**src/rtl/fir_mac_seq.sv**
```systemverilog
// fir_mac_seq: single-multiplier sequential FIR filter.
// Each accepted Read strobe shifts Din into an NTAPS-deep delay line. The block
// then runs NTAPS multiply-accumulate cycles and presents the scaled result on
// Dout with a one-cycle Valid pulse.
// Build option: define FIR_MAC_SAT_EN to clamp the scaled output to the OW-bit
// signed range instead of wrapping.
module fir_mac_seq #(
  parameter int DW    = 16,
  parameter int CW    = 16,
  parameter int NTAPS = 8,
  parameter int OW    = 16,
  parameter int SHIFT = 15
) (
  input  logic                     Clk,
  input  logic                     Reset_n,
  input  logic                     Read,
  input  logic signed [DW-1:0]     Din,
  input  logic                     CoefWr,
  input  logic [$clog2(NTAPS)-1:0] CoefAddr,
  input  logic signed [CW-1:0]     CoefIn,
  output logic                     Busy,
  output logic signed [OW-1:0]     Dout,
  output logic                     Valid,
  output logic                     Overrun
);

  localparam int IW = $clog2(NTAPS);
  localparam int PW = DW + CW;
  localparam int AW = DW + CW + $clog2(NTAPS);
  localparam logic [IW-1:0] LAST_IDX = IW'(NTAPS - 1);

`ifdef FIR_MAC_SAT_EN
  localparam logic signed [AW-1:0] SAT_MAX = {{(AW-OW+1){1'b0}}, {(OW-1){1'b1}}};
  localparam logic signed [AW-1:0] SAT_MIN = {{(AW-OW+1){1'b1}}, {(OW-1){1'b0}}};
`endif

  typedef enum logic [1:0] {
    ST_IDLE = 2'd0,
    ST_MAC  = 2'd1,
    ST_DONE = 2'd2
  } state_t;

  state_t state_q, state_d;

  logic signed [DW-1:0] x_q [NTAPS];
  logic signed [DW-1:0] x_d [NTAPS];
  logic signed [CW-1:0] c_q [NTAPS];
  logic signed [CW-1:0] c_d [NTAPS];
  logic signed [AW-1:0] acc_q, acc_d;
  logic [IW-1:0]        idx_q, idx_d;
  logic signed [OW-1:0] dout_q, dout_d;
  logic                 valid_q, valid_d;
  logic                 overrun_q, overrun_d;
  logic signed [PW-1:0] prod;
`ifdef FIR_MAC_SAT_EN
  logic signed [AW-1:0] shifted;
`endif

  // State register
  always_ff @(posedge Clk or negedge Reset_n) begin
    if (!Reset_n) begin
      state_q <= ST_IDLE;
    end else begin
      state_q <= state_d;
    end
  end

  // Next-state logic: IDLE -> MAC on Read, MAC for NTAPS cycles, DONE for one
  always_comb begin
    state_d = state_q;
    case (state_q)
      ST_IDLE: if (Read) state_d = ST_MAC;
      ST_MAC:  if (idx_q == LAST_IDX) state_d = ST_DONE;
      ST_DONE: state_d = ST_IDLE;
      default: state_d = ST_IDLE;
    endcase
  end

  // Output decode: Busy follows state, the rest are registered
  always_comb begin
    Busy    = (state_q != ST_IDLE);
    Dout    = dout_q;
    Valid   = valid_q;
    Overrun = overrun_q;
  end

  // Datapath next-values: delay line, coefficient bank, MAC and result
  always_comb begin
    x_d       = x_q;
    c_d       = c_q;
    acc_d     = acc_q;
    idx_d     = idx_q;
    dout_d    = dout_q;
    valid_d   = 1'b0;
    overrun_d = Read && (state_q != ST_IDLE);
    prod      = PW'(x_q[idx_q]) * PW'(c_q[idx_q]);
`ifdef FIR_MAC_SAT_EN
    shifted   = acc_q >>> SHIFT;
`endif

    // Coefficient port is only open while idle; same-edge Read still sees it
    // because the MAC reads c_q starting one cycle later.
    if ((state_q == ST_IDLE) && CoefWr && (32'(CoefAddr) < 32'(NTAPS))) begin
      c_d[CoefAddr] = CoefIn;
    end

    case (state_q)
      ST_IDLE: begin
        if (Read) begin
          for (int unsigned k = 1; k < NTAPS; k++) begin
            x_d[k] = x_q[k-1];
          end
          x_d[0] = Din;
          acc_d  = '0;
          idx_d  = '0;
        end
      end
      ST_MAC: begin
        acc_d = acc_q + AW'(prod);
        idx_d = (idx_q == LAST_IDX) ? '0 : idx_q + 1'b1;
      end
      ST_DONE: begin
`ifdef FIR_MAC_SAT_EN
        if (shifted > SAT_MAX) begin
          dout_d = OW'(SAT_MAX);
        end else if (shifted < SAT_MIN) begin
          dout_d = OW'(SAT_MIN);
        end else begin
          dout_d = OW'(shifted);
        end
`else
        dout_d = OW'(acc_q >>> SHIFT);
`endif
        valid_d = 1'b1;
      end
      default: ;
    endcase
  end

  // Datapath registers
  always_ff @(posedge Clk or negedge Reset_n) begin
    if (!Reset_n) begin
      for (int unsigned k = 0; k < NTAPS; k++) begin
        x_q[k] <= '0;
        c_q[k] <= '0;
      end
      acc_q     <= '0;
      idx_q     <= '0;
      dout_q    <= '0;
      valid_q   <= 1'b0;
      overrun_q <= 1'b0;
    end else begin
      x_q       <= x_d;
      c_q       <= c_d;
      acc_q     <= acc_d;
      idx_q     <= idx_d;
      dout_q    <= dout_d;
      valid_q   <= valid_d;
      overrun_q <= overrun_d;
    end
  end

endmodule
```
**config.mk**
```make
export PLATFORM = sky130hd
export DESIGN_NAME = fir_mac_seq
export DESIGN_NICKNAME = d
export VERILOG_FILES = /design/src/rtl/fir_mac_seq.sv
export SDC_FILE = /design/constraint.sdc
export NUM_CORES = 1
export LEC_CHECK = 0
export ABC_AREA = 1
export CORE_UTILIZATION = 65
export CTS_BUF_LIST = sky130_fd_sc_hd__clkbuf_8
export DETAILED_ROUTE_END_ITERATION = 8
export PLACE_DENSITY_LB_ADDON = 0.05
export SYNTH_ARGS = -nofsm -noshare
export SYNTH_HDL_FRONTEND = slang
export SYNTH_SLANG_ARGS = --single-unit
```
**constraint.sdc**
```tcl
create_clock -name Clk -period 16.69 [get_ports Clk]
set_input_delay 5.007 -clock Clk [delete_from_list [all_inputs] [get_ports Clk]]
set_output_delay 5.007 -clock Clk [all_outputs]
set_load 0.02 [all_outputs]
```
# Yosys cells after proc, flatten, opt, wreduce, memory -nomap -nowiden
# Index checks and enable logic that the tools add are counted.
[totals]
register_bits = 314
word_cells = 62
out_inout_bits = 19
inputBits = 39
[classes]
bitwise = 2
n_mul = 1
n_mux = 18
n_reduce_logical = 9
magnitude_cmp = 3
eq_ne = 5
addsub = 2
[op_table]
columns = ["operator", "n"]
rows = [
  ["128-bit bitwise mux", 1],
  ["16-bit binary-select mux with 3-bit select", 2],
  ["16-bit two-way mux", 5],
  ["35-bit one-hot mux with 2 select lines", 1],
  ["16-bit demux with 3-bit select", 1],
  ["35-bit by 32-bit adder with 35-bit output", 1],
  ["35-bit two-way mux", 1],
  ["16-bit by 16-bit multiplier with 32-bit output", 1],
  ["4-bit >= comparator (second input constant)", 2],
  ["3-bit NOT with 4-bit output", 2],
  ["3-bit two-way mux", 2],
  ["3-bit one-hot mux with 2 select lines", 1],
  ["2-bit AND reduction", 3],
  ["4-bit by 1-bit < comparator with 1-bit output (second input constant)", 1],
  ["2-bit two-way mux", 2],
  ["2-bit != test (second input constant)", 2],
  ["2-bit one-hot mux with 2 select lines", 1],
  ["2-bit nonzero test", 2],
  ["3-bit by 1-bit adder with 3-bit output (second input constant)", 1],
  ["3-bit == test (second input constant)", 1],
  ["1-bit logical AND", 3],
  ["2-bit by 1-bit == test with 1-bit output (second input constant)", 1],
  ["2-bit == test (second input constant)", 1],
  ["2-bit zero test", 1],
  ["1-bit two-way mux", 1],
]

# Depth between registers and ports, before layout
# Gate-level depths: netlist of run 1.
[depth]
depth_word = 7
depth_mapped = 37
ltp_nobuf = 35

# Least setup slack after synthesis of run 1
# OpenSTA, ideal clock, no wires.
[synth_path]
path_kind = "register to register"
startpoint = "reg idx_q[0]"
endpoint = "reg acc_q[30]"
n_path_buf = 3
path_stages_with_launch = 33
t_required_ns = 16.572
arrival_ns = 6.334
period_less_slack_ns = 6.452
setup_time_ns = 0.118
setup_slack_ns = 10.238
cell_sequence = "dfrtp_1 -> buf_4 -> buf_6 -> buf_4 -> a21oi_1 -> o21ai_0 -> o21ai_1 -> inv_1 -> o21ai_4 -> nand2_1 -> fa_1 -> inv_1 -> fa_1 -> inv_1 -> fa_1 -> fa_1 -> inv_1 -> fa_1 -> inv_1 -> fa_1 -> inv_1 -> ha_1 -> inv_1 -> nor3_1 -> nand2_1 -> nor4_1 -> nand2_1 -> inv_1 -> nor2_1 -> inv_1 -> nand2_1 -> nand3_1 -> nand2_1"
[synth_via]
elab_chain_cells = 7
word_cells_on_any_way = 10
classes_between = "add/sub (1); mul (1); mux (7); bitwise (1)"
[synth_rtl]
columns = ["element", "line_no", "source"]
rows = [
  ["from (decl)", "50", "logic [IW-1:0] idx_q, idx_d;"],
  ["from (signal assigned)", "156", "idx_q <= idx_d;"],
  ["3-bit NOT with 4-bit output (not written as such) *", "96", "prod = PW'(x_q[idx_q]) * PW'(c_q[idx_q]);"],
  ["16-bit binary-select mux with 3-bit select", "96", ""],
  ["16-bit two-way mux (not written as such) (2 in a row)", "96", ""],
  ["16-bit by 16-bit multiplier with 32-bit output *", "96", ""],
  ["35-bit by 32-bit adder with 35-bit output *", "119", "acc_d = acc_q + AW'(prod);"],
  ["35-bit one-hot mux with 2 select lines *", "107", "case (state_q)"],
  ["to (signal assigned)", "147", "acc_q <= '0;"],
  ["to (signal assigned)", "155", "acc_q <= acc_d;"],
  ["to (decl)", "49", "logic signed [AW-1:0] acc_q, acc_d;"],
]
# Mark *: on every way between the ends. The rest lies on a longest branch, timed or not. The select of a mux whose other input is x is not followed.
# A chain may end at the register's enable or synchronous reset.

# Worst setup path in the final report of run 1
[layout_path]
startpoint = "reg idx_q[0]"
endpoint = "reg acc_q[28]"
# Same word-level chain as after synthesis.

==> out/metrics.yaml, run 1 <==
critical_path:
  r2r_start: "idx_q[0]"
  cp_max_fo: 84
  cp_data_required_time_ps: 17230
  critPathCaptureType: "flop"
  crit_path_start_kind: "flop"
  critPathKind: "flop to flop"
  crit_arrival_ps: 9320
  crit_path_start: "idx_q[0]"
global_route:
  grt_pass1_vias: 20100
  grt_max_degree: 121
  overflow: 0
  grt_util_all_layers: 0.340
  grt_pass1_wl_um: 102000
  antenna_found_initial: 0
timing:
  fin_crit_ps: 8780
  slew_headroom: 0.153
  finalSetupTns_ps: 0
  fin_worst_skew_ps: 35.8
  period_share: 0.526
  hold_viol: 0
  maxSlewViolCount: 0
  rsz0062_at_grt: "no"
  max_freq_ghz: 0.114
  setup_viol: 0
  worst_pin_slew_ps: 1270
synth:
  ys_top_cells_by_count: "nand2_1 (681), inv_1 (537), o21ai_0 (399)"
  yosysSeqAreaShare: 0.317
  ys_ff_latch: 310
  synthCells: 2961
  synth_cell_types: 40
  yosysTopAreaCell: "dfrtp_1"
  synth_nets: 3382
  mappedNetlistArea_mm2: 0.0245
  yosys_warnings: 0
  synth_top_area_share: 0.317
  ys.flop_type: "dfrtp_1"
  yosys-top-cells-area: "dfrtp_1 (32%), fa_1 (23%), nand2_1 (10%)"
  syn_avg_cell_area_um2: 8.26
  yosysMostFrequentCell: "nand2_1"
  synthArstFlopShare: 1.00
  synth_edf_count: 0
finish:
  drive_gt1_frac: 0.0502
  fill_cells: 2896
  nets: 3391
  area_growth_syn_to_layout_pct: 7.43
  num_antenna_cells: 0
flow_run:
  cap_violations: 0
clock_tree:
  post-cts-setup-buffers: 0
  postCtsHoldBufs: 0
  worst_setup_hold_path_clk_slew_ps: 70
  clock_path_buffers: 3
  cts_root_buffer: "clkbuf_8"
  cts_made_buffers: 52
  cts_tree: "yes"
  cts.sinks: 310
  clk_latency_ps: 680
  h-tree-depth: 2
  post_cts_resized: 0
placement:
  portBuffers: 57
  place_hpwl_um: 44100
  place.gp.congestion: 1.04
routing:
  wirelength_um: 61100
  drt-vias-per-instance: 5.66
  antenna_left: 0
  post_drt_wl_per_cell_um: 17.6
  drt_first_pass_iters: 5
  drtIter0Drc: 1516
  drc: 0
  route.vias.total: 19700
min_path:
  min_path_type: "flop to flop"
  hp-start: "x_q[38]"
die:
  start_util: 0.665
  rows: 70
  ios: 58
  core_mm2: 0.0368
  die_area_mm2: 0.0384
  die_w_um: 196
  die_h_um: 196
run_status:
  status: "finished, final reports clean"
metrics by stage:
| stage | instances | cell area [um^2] | setup WS [ps] | hold WS, ps | utilization |
|---|---|---|---|---|---|
| 3_3_place_gp | 3384 | 25200 | 8110 | 459 | 0.686 |
| 5_1_grt | 3478 | 26300 | 7290 | 502 | 0.715 |
| 4_1_cts | 3478 | 26300 | 8010 | 469 | 0.715 |
| 6_report | 3478 | 26300 | 7910 | 461 | 0.715 |
| 2_1_floorplan | 2961 | 24500 | 10240 | 448 | - |
| 3_5_place_dp | 3384 | 25200 | 8080 | 467 | 0.686 |
layer usage:
metal / wire length, um / vias up / track usage / share of wire
li1: - / 9123 / - / -
met1: 25700 / 9671 / 0.470 / 0.42
met2: 27900 / 754 / 0.537 / 0.46
met3: 5300 / 141 / 0.0744 / 0.087
met4: 2140 / 0 / 0.117 / 0.035
met5: 0 / - / 0 / 0
critical path: stages (launching register included):
cell and delay, ps:
dfrtp_4 970, clkinv_2 640, buf_4 540, nand2_1 150, nand3_1 100, nand2_1 100
nand2_1 60, nand2_2 310, nand2_1 230, fa_1 660, inv_1 150, fa_1 860
fa_1 530, fa_1 500, fa_1 500, inv_1 50, fa_1 470, inv_1 50
ha_1 340, a21oi_1 240, o21ai_0 200, a211oi_1 400, o2111ai_1 280, nand3_1 160
nand2_1 80
cell type report:
| class | count | area, um^2 | area share |
|---|---|---|---|
| multi-input combinational | 1967 | 14000 | 0.534 |
| sequential | 310 | 7760 | 0.295 |
| inverter | 555 | 2080 | 0.0793 |
| clock buffer | 66 | 908 | 0.0345 |
| timing repair buffer | 84 | 778 | 0.0296 |
| tap | 468 | 586 | 0.0223 |
| clock inverter | 28 | 136 | 0.00519 |
final timing paths:
kind / end / slack (ps) / cells past startpoint
setup / recovery: acc_q[28] / 7910 / 24
hold / removal: x_q[22] / 460 / 2
setup reg to reg: acc_q[28] / 7910 / 24
hold reg to reg: x_q[22] / 460 / 2
max in group asynchronous: c_q[39] / 10060 / 3
min in group asynchronous: x_q[121] / 4410 / 1
cell families (layout without fill, tap and decap cells):
family,Yosys count,after routing,share of synthesized area
AO/OA/AOI/OAI,607,607,0.133
buffers and inverters,684,733,0.110
AND/OR/NAND/NOR,968,968,0.153
XOR/XNOR,10,10,0.00358
flip-flops,310,310,0.317
adder cells (fa/ha/maj),382,382,0.283
sequential cells by signal, indices dropped and copies added (netlist names):
register / flops
Overrun: 1
x_q: 128
Valid: 1
state_q: 2
acc_q: 31
idx_q: 3
c_q: 128
Dout: 16
cells in the final DEF (no fill, tap or decap), drive strengths merged:
master | synthesis | routed
nor3 | 5 | 5
o22ai | 16 | 16
dfrtp | 310 | 310
o21ai | 438 | 438
inv | 553 | 573
nand4 | 11 | 11
and3 | 1 | 1
buf | 66 | 28
xor2 | 2 | 2
o21bai | 3 | 3
ha | 97 | 97
o211ai | 5 | 5
nand3b | 2 | 2
nand3 | 35 | 35
a21o | 6 | 6
nand2 | 684 | 684
clkdlybuf4s50 | 0 | 56
a21boi | 1 | 1
fa | 285 | 285
a211oi | 1 | 1
o2111ai | 1 | 1
clkinv | 2 | 9
a31o | 1 | 1
xnor2 | 8 | 8
nor2 | 227 | 227
clkinvlp | 0 | 1
or2 | 1 | 1
a22o | 5 | 5
a21oi | 130 | 130
clkbuf | 63 | 66
nor4 | 2 | 2
Power of run 1 is left out: the tool's default activity adds up to more than one toggle a clock period on the data nets, which glitch-free logic cannot reach.
==> run 2, diff against run 1 <==
==> constraint.sdc (replaced) <==
create_clock -name Clk -period 8.41 [get_ports Clk]
set_input_delay 2.523 -clock Clk [delete_from_list [all_inputs] [get_ports Clk]]
set_output_delay 2.523 -clock Clk [all_outputs]
set_load 0.02 [all_outputs]
==> out/metrics.yaml, run 2 (synthesis results as in run 1) <==
finish:
  final_cell_mix: "nand2_1 (681), inv_1 (557), o21ai_0 (399)"
  layout_commonest_cell: "nand2_1"
  drive_gt1_frac: 0.0542
  final_util: 0.720
  area_growth_syn_to_layout_pct: 8.29
  fill_cells: 2959
  nets: 3406
  largestRegisters: "c_q x128, x_q x128, acc_q x31"
critical_path:
  cp_data_required_time_ps: 8920
  r2r_end: "acc_q[27]"
  rrSetupSlack_ps: 480
  critPathTopFamily: "adder cells"
  slowest_stage: "fa_1"
  slowest_delay_ps: 770
  cp_max_fo: 32
  critPathKind: "flop to flop"
  crit_buf_inv: 7
  crit_cells: 26
  crit_path_start: "idx_q[1]"
  cpMostUsedCell: "fa_1"
  r2r_start: "idx_q[1]"
  crit_arrival_ps: 8440
  crit_path_start_kind: "flop"
  r2r_cells: 26
  endpoint: "acc_q[27]"
  critPathCaptureType: "flop"
timing:
  period_share: 0.943
  hold_viol: 0
  maxSlewViolCount: 0
  slew_headroom: 0.372
  rsz0062_at_grt: "no"
  finalSetupTns_ps: 0
  setup_viol: 0
  fin_worst_skew_ps: 23.1
  worst_pin_slew_ps: 942
  max_freq_ghz: 0.126
  fin_crit_ps: 7930
clock_tree:
  h-tree-depth: 2
  cts_root_buffer: "clkbuf_8"
  worst_setup_hold_path_clk_slew_ps: 60
  clock_path_buffers: 3
  cts.sinks: 310
  cts_made_buffers: 53
  clk_latency_ps: 660
  cts_tree: "yes"
  postCtsHoldBufs: 0
  post-cts-setup-buffers: 0
  post_cts_resized: 0
routing:
  drt-vias-per-instance: 5.59
  drtIter0Drc: 1638
  drc: 0
  post_drt_wl_per_cell_um: 17.5
  drt_first_pass_iters: 5
  wirelength_um: 61300
  route.vias.total: 19500
  antenna_left: 0
die:
  die_w_um: 196
  die_area_mm2: 0.0384
  ios: 58
  core_mm2: 0.0368
  start_util: 0.665
  rows: 70
  die_h_um: 196
run_status:
  status: "finished, final reports clean"
global_route:
  grt.met2_usage: 0.546
  grt.busiest_layer: "met2"
  grt_max_degree: 156
  grt_pass1_vias: 20400
  grt_util_all_layers: 0.345
  grt_use_met1: 0.480
  antenna_found_initial: 0
  overflow: 0
  grt_pass1_wl_um: 104000
  global_route.usage.met3: 0.0672
flow_run:
  cap_violations: 0
placement:
  portBuffers: 57
  place.gp.congestion: 0.979
  place_hpwl_um: 44400
min_path:
  min_path_type: "flop to flop"
  hold-path-cell-count: 2
-- run 2: changes by cell type in the layout (fill, tap and decap cells not counted), moves of 2 or more --
cell       delta
buf_4         +9
bufinv_16     +2
inv_1         +2
clkbuf_8      -2
buf_12        +5
inv_12        +2
-- run 2: worst min-delay path by stage --
stage	start	endpoint
3_3_place_gp	Dout[9]	Dout[9]
6_report	c_q[20]	c_q[20]
2_1_floorplan	c_q[126]	c_q[126]
4_1_cts	x_q[33]	x_q[17]
3_5_place_dp	c_q[24]	c_q[24]
5_1_grt	c_q[50]	c_q[50]
-- run 2: final cells by class --
class | instances | area (um^2) | area share
Tap cell | 468 | 586 | 0.0221
Multi-Input combinational cell | 1967 | 14000 | 0.530
Timing Repair Buffer | 98 | 946 | 0.0357
Sequential cell | 310 | 7760 | 0.293
Inverter | 555 | 2080 | 0.0787
Clock inverter | 31 | 204 | 0.00770
Antenna cell | 1 | 2.50 | 0.0000944
Clock buffer | 64 | 881 | 0.0332
-- run 2: through the flow --
stage / cell area, um^2 / hold WS (ps) / std cells / setup slack, ps
after CTS: 26500 / 476 / 3493 / 628
after floorplan: 24500 / 448 / 2961 / 1960
final: 26500 / 476 / 3494 / 481
after global routing: 26500 / 499 / 3493 / 53.0
after global placement: 25400 / 458 / 3398 / 659
after detailed placement: 25400 / 468 / 3398 / 695
-- run 2: layer usage --
metal,part of all wire,up-vias
met5,0.00099,-
met4,0.031,2
met3,0.080,119
met2,0.46,683
met1,0.43,9580
li1,-,9147
-- run 2: worst reg2reg max path, stage by stage, from the launching register on --
cell     delay (ps)
dfrtp_2         430
inv_2           550
o21ai_0         200
o22ai_1         140
nand2_1          70
o21ai_1         300
inv_1           100
buf_4           230
nor2_1          170
inv_1           110
fa_1            590
inv_1            60
fa_1            770
fa_1            530
fa_1            500
fa_1            490
inv_1            50
fa_1            470
inv_1            40
ha_1            360
nand2_1         160
nor4_1          600
o21ai_0         320
nand3_1         250
a21oi_1          90
o21ai_0          80
o21ai_0         110
Power of run 2 is left out for the same reason.
